<file path="src/rtl/spi_pkg.sv">
// Shared SPI definitions: link FSM states and default word width.
package spi_pkg;

  typedef enum logic {
    IDLE   = 1'b0,
    ACTIVE = 1'b1
  } spi_state_e;

  localparam int unsigned SPI_DATA_W = 8;

endpackage

</file>
<file path="src/rtl/spi_sync_edge.sv">
// Multi-flop synchroniser with registered rise/fall strobes.
// All stages reset to 0. On cs_n this means a select line already low at
// reset release is never seen as a falling edge.
module spi_sync_edge #(
  parameter int unsigned SYNC_STAGES = 2
) (
  input  logic clk,
  input  logic rst_n,
  input  logic d,
  output logic level,
  output logic rise,
  output logic fall
);

  logic [SYNC_STAGES-1:0] sync_q, sync_d;
  logic                   prev_q, prev_d;
  logic                   rise_q, rise_d;
  logic                   fall_q, fall_d;

  // Shift the async input through the chain and compare with the delayed copy.
  always_comb begin
    sync_d = {sync_q[SYNC_STAGES-2:0], d};
    prev_d = sync_q[SYNC_STAGES-1];
    rise_d = sync_q[SYNC_STAGES-1] & ~prev_q;
    fall_d = ~sync_q[SYNC_STAGES-1] & prev_q;
  end

  // Synchroniser, delayed copy and strobe registers.
  always_ff @(posedge clk or negedge rst_n) begin
    if (!rst_n) begin
      sync_q <= '0;
      prev_q <= 1'b0;
      rise_q <= 1'b0;
      fall_q <= 1'b0;
    end else begin
      sync_q <= sync_d;
      prev_q <= prev_d;
      rise_q <= rise_d;
      fall_q <= fall_d;
    end
  end

  assign level = sync_q[SYNC_STAGES-1];
  assign rise  = rise_q;
  assign fall  = fall_q;

endmodule

</file>
<file path="src/rtl/spi_slave.sv">
// Mode-0 SPI slave, fully oversampled in the clk domain, with a one-entry
// transmit buffer and valid/ready byte interfaces.
module spi_slave
  import spi_pkg::*;
#(
  parameter int unsigned DATA_W      = SPI_DATA_W,
  parameter int unsigned SYNC_STAGES = 2
) (
  input  logic              clk,
  input  logic              rst_n,
  input  logic              sck,
  input  logic              cs_n,
  input  logic              mosi,
  output logic              miso,
  input  logic [DATA_W-1:0] tx_data,
  input  logic              tx_valid,
  output logic              tx_ready,
  output logic              tx_underrun,
  output logic [DATA_W-1:0] rx_data,
  output logic              rx_valid
);

  localparam int unsigned CNT_W = (DATA_W > 2) ? $clog2(DATA_W) : 1;

  logic sck_rise, sck_fall, cs_rise, cs_fall, mosi_lvl;
  logic sck_lvl_unused, cs_lvl_unused, mosi_rise_unused, mosi_fall_unused;

  spi_sync_edge #(.SYNC_STAGES(SYNC_STAGES)) u_sync_sck (
    .clk   (clk),
    .rst_n (rst_n),
    .d     (sck),
    .level (sck_lvl_unused),
    .rise  (sck_rise),
    .fall  (sck_fall)
  );

  spi_sync_edge #(.SYNC_STAGES(SYNC_STAGES)) u_sync_cs (
    .clk   (clk),
    .rst_n (rst_n),
    .d     (cs_n),
    .level (cs_lvl_unused),
    .rise  (cs_rise),
    .fall  (cs_fall)
  );

  spi_sync_edge #(.SYNC_STAGES(SYNC_STAGES)) u_sync_mosi (
    .clk   (clk),
    .rst_n (rst_n),
    .d     (mosi),
    .level (mosi_lvl),
    .rise  (mosi_rise_unused),
    .fall  (mosi_fall_unused)
  );

  spi_state_e              state_q, state_d;
  logic [CNT_W-1:0]        bit_cnt_q, bit_cnt_d;
  logic [DATA_W-1:0]       rx_shift_q, rx_shift_d;
  logic [DATA_W-1:0]       tx_shift_q, tx_shift_d;
  logic [DATA_W-1:0]       rx_data_q, rx_data_d;
  logic                    rx_valid_q, rx_valid_d;
  logic                    tx_underrun_q, tx_underrun_d;
  logic [DATA_W-1:0]       tx_buf_q, tx_buf_d;
  logic                    tx_full_q, tx_full_d;
  logic                    word_done_q, word_done_d;
  logic                    mosi_s_q;
  logic                    load;
  logic [DATA_W-1:0]       rx_word;

  // Next-state, shifting, word load and transmit-buffer handshake.
  always_comb begin
    state_d       = state_q;
    bit_cnt_d     = bit_cnt_q;
    rx_shift_d    = rx_shift_q;
    tx_shift_d    = tx_shift_q;
    rx_data_d     = rx_data_q;
    rx_valid_d    = 1'b0;
    tx_underrun_d = 1'b0;
    tx_buf_d      = tx_buf_q;
    tx_full_d     = tx_full_q;
    word_done_d   = word_done_q;
    load          = 1'b0;
    rx_word       = {rx_shift_q[DATA_W-2:0], mosi_s_q};

    case (state_q)
      IDLE: begin
        if (cs_fall) begin
          state_d     = ACTIVE;
          bit_cnt_d   = '0;
          word_done_d = 1'b0;
          load        = 1'b1;
        end
      end
      ACTIVE: begin
        // Deselect wins over a coincident sck strobe; the partial word is dropped.
        if (cs_rise) begin
          state_d     = IDLE;
          bit_cnt_d   = '0;
          word_done_d = 1'b0;
        end else begin
          if (sck_rise) begin
            rx_shift_d = rx_word;
            if (bit_cnt_q == CNT_W'(DATA_W - 1)) begin
              bit_cnt_d   = '0;
              rx_data_d   = rx_word;
              rx_valid_d  = 1'b1;
              word_done_d = 1'b1;
            end else begin
              bit_cnt_d = bit_cnt_q + CNT_W'(1);
            end
          end
          if (sck_fall) begin
            if (word_done_q) begin
              load        = 1'b1;
              word_done_d = 1'b0;
            end else begin
              tx_shift_d = tx_shift_q << 1;
            end
          end
        end
      end
      default: state_d = IDLE;
    endcase

    // The load sees the buffer as it was at the start of the cycle, so a
    // same-cycle capture lands in the buffer for the following word.
    if (load) begin
      if (tx_full_q) begin
        tx_shift_d = tx_buf_q;
        tx_full_d  = 1'b0;
      end else begin
        tx_shift_d    = '0;
        tx_underrun_d = 1'b1;
      end
    end
    if (tx_valid && !tx_full_q) begin
      tx_buf_d  = tx_data;
      tx_full_d = 1'b1;
    end
  end

  // State, datapath registers, and a one-cycle mosi delay that lines the
  // sampled bit up with the registered sck rise strobe.
  always_ff @(posedge clk or negedge rst_n) begin
    if (!rst_n) begin
      state_q       <= IDLE;
      bit_cnt_q     <= '0;
      rx_shift_q    <= '0;
      tx_shift_q    <= '0;
      rx_data_q     <= '0;
      rx_valid_q    <= 1'b0;
      tx_underrun_q <= 1'b0;
      tx_buf_q      <= '0;
      tx_full_q     <= 1'b0;
      word_done_q   <= 1'b0;
      mosi_s_q      <= 1'b0;
    end else begin
      state_q       <= state_d;
      bit_cnt_q     <= bit_cnt_d;
      rx_shift_q    <= rx_shift_d;
      tx_shift_q    <= tx_shift_d;
      rx_data_q     <= rx_data_d;
      rx_valid_q    <= rx_valid_d;
      tx_underrun_q <= tx_underrun_d;
      tx_buf_q      <= tx_buf_d;
      tx_full_q     <= tx_full_d;
      word_done_q   <= word_done_d;
      mosi_s_q      <= mosi_lvl;
    end
  end

  assign miso        = (state_q == ACTIVE) ? tx_shift_q[DATA_W-1] : 1'b0;
  assign tx_ready    = ~tx_full_q;
  assign tx_underrun = tx_underrun_q;
  assign rx_data     = rx_data_q;
  assign rx_valid    = rx_valid_q;

endmodule

</file>
<file path="config.mk">
export PLATFORM = sky130hd
export DESIGN_NAME = spi_slave
export DESIGN_NICKNAME = d
export VERILOG_FILES = /design/src/rtl/spi_pkg.sv /design/src/rtl/spi_sync_edge.sv /design/src/rtl/spi_slave.sv
export SDC_FILE = /design/constraint.sdc
export NUM_CORES = 1
export LEC_CHECK = 0
export ABC_AREA = 1
export CAP_MARGIN = 25
export CORE_MARGIN = 3
export CORE_UTILIZATION = 50
export CTS_CLUSTER_SIZE = 28
export DETAILED_ROUTE_END_ITERATION = 10
export GPL_ROUTABILITY_DRIVEN = 1
export PLACE_DENSITY = 0.73
export RECOVER_POWER = 50
export SETUP_SLACK_MARGIN = 0.05
export SYNTH_ARGS = -nofsm -noshare
export SYNTH_HDL_FRONTEND = slang
export SYNTH_SLANG_ARGS = --single-unit
</file>
<file path="constraint.sdc">
create_clock -name clk -period 3.6 [get_ports clk]
set_input_delay 0.72 -clock clk [delete_from_list [all_inputs] [get_ports clk]]
set_output_delay 0.72 -clock clk [all_outputs]
set_load 0.02 [all_outputs]
</file>
# Yosys cells after proc, flatten, opt, wreduce, memory -nomap -nowiden
# Cells that the tools add are included.
# W data, S select, Z words.
[word_totals]
output_inout_bits = 12
register_bits = 52
inputBits = 14
[op_classes]
n_eq_ne = 5
reduce_logical = 9
bitwise = 11
n_addsub = 1
n_mux = 34
[op_table]
columns = ["cell", "n"]
rows = [
  ["$mux W8", 6],
  ["$mux W1", 20],
  ["$mux W3", 4],
  ["$reduce_and A4 Y1", 2],
  ["$not A1 Y1", 7],
  ["$pmux W1 S2", 3],
  ["$pmux W3 S2", 1],
  ["$reduce_bool A2 Y1", 3],
  ["$and A1 B1 Y1", 4],
  ["$ne A2 B1 Y1 const B", 2],
  ["$add A3 B1 Y3 const B", 1],
  ["$eq A3 B3 Y1 const B", 1],
  ["$ne A3 B1 Y1 const B", 1],
  ["$reduce_and A3 Y1", 1],
  ["$ne A2 B2 Y1 const B", 1],
  ["$reduce_and A2 Y1", 1],
  ["$logic_and A1 B1 Y1", 1],
  ["$logic_not A1 Y1", 1],
]

# Longest topological paths before layout
[depth]
word_depth = 7
mapped_depth = 8
ltp_nobuf = 8

# Modules after synthesis
# A second synthesis with hierarchy kept.
[unflattened]
cells_unflattened = 210
area_unflattened_um2 = 2170.8
[modules_own_cells]
columns = ["module", "cells_per_inst", "seq_area_each_um2", "n_inst", "area_per_inst_um2"]
rows = [
  ["spi_slave", 183, 1001.0, 1, 1750.4],
  ["spi_sync_edge", 9, 125.1, 3, 140.1],
]

# Worst setup path after synthesis
# No wires, ideal clock.
[synth_timing]
path_type = "input -> register"
startpoint = "input tx_valid"
endpoint = "register tx_buf_q[0]"
required_time_ps = 3475
cell_stages = 2
n_path_buf = 0
arrival_time_ps = 1288
path_slack_ps = 2187
path_cell_list = "nand2_1 -> mux2_2"
[synth_via]
elab_chain_len = 1
[synth_rtl]
columns = ["element", "line_no", "source"]
rows = [
  ["start, declared", "spi_slave.sv:16", "input logic tx_valid,"],
  ["$logic_and A1 B1 Y1", "spi_slave.sv:135", "if (tx_valid && !tx_full_q) begin"],
  ["end signal, assigned", "spi_slave.sv:164", "tx_buf_q <= tx_buf_d;"],
  ["end, declared", "spi_slave.sv:62", "logic [DATA_W-1:0] tx_buf_q, tx_buf_d;"],
]
# No other way between the ends.
# A chain may end at the register's enable or synchronous reset.

# Final worst setup path
[layout_timing]
startpoint = "register state_q"
endpoint = "register rx_data_q[4] (netlist: rx_data[4])"
[layout_via]
elab_chain_len = 1
[layout_rtl]
columns = ["element", "line_no", "source"]
rows = [
  ["start, declared", "spi_slave.sv:55", "spi_state_e state_q, state_d;"],
  ["start signal, assigned", "spi_slave.sv:157", "state_q <= state_d;"],
  ["$reduce_and A4 Y1 (no line)", "--", ""],
  ["end signal, assigned", "spi_slave.sv:161", "rx_data_q <= rx_data_d;"],
  ["end, declared", "spi_slave.sv:59", "logic [DATA_W-1:0] rx_data_q, rx_data_d;"],
]
# No other way between the ends.

==> results.toml <==
[cells_and_area]
synthToLayoutAreaGrowth_pct = 18.4
mostFrequentLayoutCell = "nand2_1"
nets = 247
layout_common_cells = "58 x nand2_1, 52 x dfrtp_1, 29 x inv_1, 21 x clkdlybuf4s50_1, 15 x nand3_1"
nFillCells = 332
drive_above_1_share_pct = 12.1
n_antenna_cell = 0

[synthesis]
synth.avg_cell_area_um2 = 10.3
synthTopCellsByArea = "dfrtp_1 63%, nand2_1 9.8%, inv_1 5.3%"
synth.top_cell.area_share_pct = 63.0
synth_cells = 201
syn-cell-area_mm2 = 0.00207
yosys.area.top_type = "dfrtp_1"
ys_seq_area_share_pct = 63.0
synth_fp_nets = 217
synth_seq_cells = 52
yosysUniqueCellTypes = 19
synth_warnings = 0

[detailed_routing]
post-route-drc-count = 0
routed_wl_um = 3200
vias = 1331
first_iter_violations = 102
wl_per_cell_um = 11.4
drtPass1Iterations = 4
vias_per_cell = 4.75
detail-route-antenna-nets = 0

[global_route]
antenna_found_initial = 0
grt_max_degree = 32
gr-usage-all-layers_pct = 14.6
grt_overflow_total = 0
grt_pass1_wl_um = 5650
first_global_vias = 1277

[timing]
setup_violations = 0
rsz0062_at_grt = "false"
worst_slew_pin_slew_ns = 1.14
maxSlewViolCount = 0
fin_crit_sh_pct = 65.3
finalHoldViolations = 0
fin_setup_tns_ns = 0
slew_headroom_pct = 24.1
finalCriticalPeriod_ns = 2.35
finalClockSkew_ns = 0.00859
holdWs_ns = 0.355
max_clock_freq_ghz = 0.425

[worst_setup_path]
crit_required_ns = 3.78
cp-start-kind = "flop"
endpoint_kind = "flop"
crit_path_max_fanout = 18
r2r_start = "state_q$_DFF_PN0_"
rr_worst_depth = 5
crit_path_start = "state_q$_DFF_PN0_"
worstPathArrival_ns = 2.53
crit_type = "reg -> reg"

[hold_path]
hold-path-cell-count = 0
hold_start = "u_sync_cs.sync_q[0]$_DFF_PN0_"
hold_class = "reg -> reg"

[clock_network]
path_clk_slew_ns = 0.09
cts.sinks = 52
cts_buffers = 5
cts_tree = "built"
clock_latency_ns = 0.30
clk_path_buf_depth = 2
cts_setup_buffers = 0
cts_hold_buf = 0
htree_levels = 2
clock-root-buffer = "clkbuf_8"
cts.repair.resized = 0

[power]
combinationalPowerShare_pct = 19.2
ir_drop_v = 0.000400
p_sw_mw = 0.419
leakage_nw = 1.22
cellPowerDensity_mw_per_mm2 = 617
clockPowerShare_pct = 28.3
switching_share_pct = 27.8
seq_power_share_pct = 52.5
power.total_mw = 1.51
p_int_mw = 1.09

[run]
max_cap_violations = 0

[die]
initial_core_util_pct = 54.0
fp.dieH_um = 70.3
coreArea_mm2 = 0.00383
rows = 22
ios = 26
die_area_mm2 = 0.00494
die_w_um = 70.3

[status]
status = "finished, final reports clean"

[placed_design]
hpwl_um = 2340
place_congestion = 0.757
port_buffers = 25
==> power groups by stage <==
stage / Clock, mW / Sequential [mW] / Combinational [mW]
global route: 0.456 / 0.809 / 0.340
CTS: 0.433 / 0.791 / 0.304
floorplan: 0 / 0.771 / 0.234
global placement: 0 / 0.799 / 0.291
detailed placement: 0 / 0.804 / 0.303
finish: 0.427 / 0.791 / 0.289
==> Yosys cell counts (all sizes together) <==
master  instances
nand2          60
dfrtp          52
inv            31
o21ai          20
nand3          15
mux2            8
nor2            7
buf             2
ha              2
a21oi           1
clkbuf          1
nor3            1
o22ai           1
==> state kept, by name (all words and copies together), names as in the netlist, 2 cells and up <==
register	count
rx_data	8
tx_buf_q	8
tx_shift_q	8
rx_shift_q	7
bit_cnt_q	3
u_sync_cs.sync_q	2
u_sync_mosi.sync_q	2
u_sync_sck.sync_q	2
==> through the flow <==
step                      instances  setup slack, ns  instance area, um2  util (%)
final                           280             1.25                2440      63.9
after CTS                       280             1.38                2480      64.9
after global routing            280            0.945                2440      63.9
after floorplan                 201             2.19                2070         -
after detailed placement        272             1.69                2360      61.6
after global placement          272             1.70                2360      61.6
==> critical path, stage by stage, from the launching register on <==
cell and delay (ns):
dfrtp_1 0.42, nand2_1 0.13, nor2_1 0.73, nand2_1 0.65
nand2_1 0.22, o21ai_2 0.07
==> routing by layer <==
layer | wire length [um] | global-route usage [%] | vias to the layer above
met1 | 1610 | 20.6 | 611
met3 | 121 | 3.60 | 6
met2 | 1400 | 21.0 | 22
met4 | 70 | 7.02 | 0
li1 | - | - | 692
met5 | 0 | 0 | -
==> final cells by class <==
type / count / area (um2) / area share (%)
flip-flops and latches: 52 / 1300 / 53.2
multi-input cells: 115 / 589 / 24.1
well taps: 48 / 60.1 / 2.46
repair buffers: 26 / 251 / 10.3
clock buffers: 7 / 96.3 / 3.94
inverters: 31 / 116 / 4.76
clock inverters: 1 / 30.0 / 1.23
==> kinds of logic after synthesis <==
| logic type | count (synthesis) | share of synthesized area, % |
|---|---|---|
| AOI/OAI and AO/OA | 22 | 6.66 |
| adders and majority gates | 2 | 1.21 |
| buffers and inverters | 34 | 6.72 |
| DFF | 52 | 63.0 |
| muxes | 8 | 4.36 |
| and+or+nand+nor | 83 | 18.0 |
==> path summary, 6_finish.rpt <==
check	to	slack (ns)
setup / recovery	rx_data[4]$_DFFE_PN0P_	1.25
hold / removal	u_sync_cs.sync_q[1]$_DFF_PN0_	0.35
setup reg to reg	rx_data[4]$_DFFE_PN0P_	1.25
hold reg to reg	u_sync_cs.sync_q[1]$_DFF_PN0_	0.35
max in group asynchronous	tx_full_q$_DFFE_PN0P_	2.01
min in group asynchronous	rx_data[5]$_DFFE_PN0P_	0.61
Note: power is estimated with default switching activity, not from simulation.
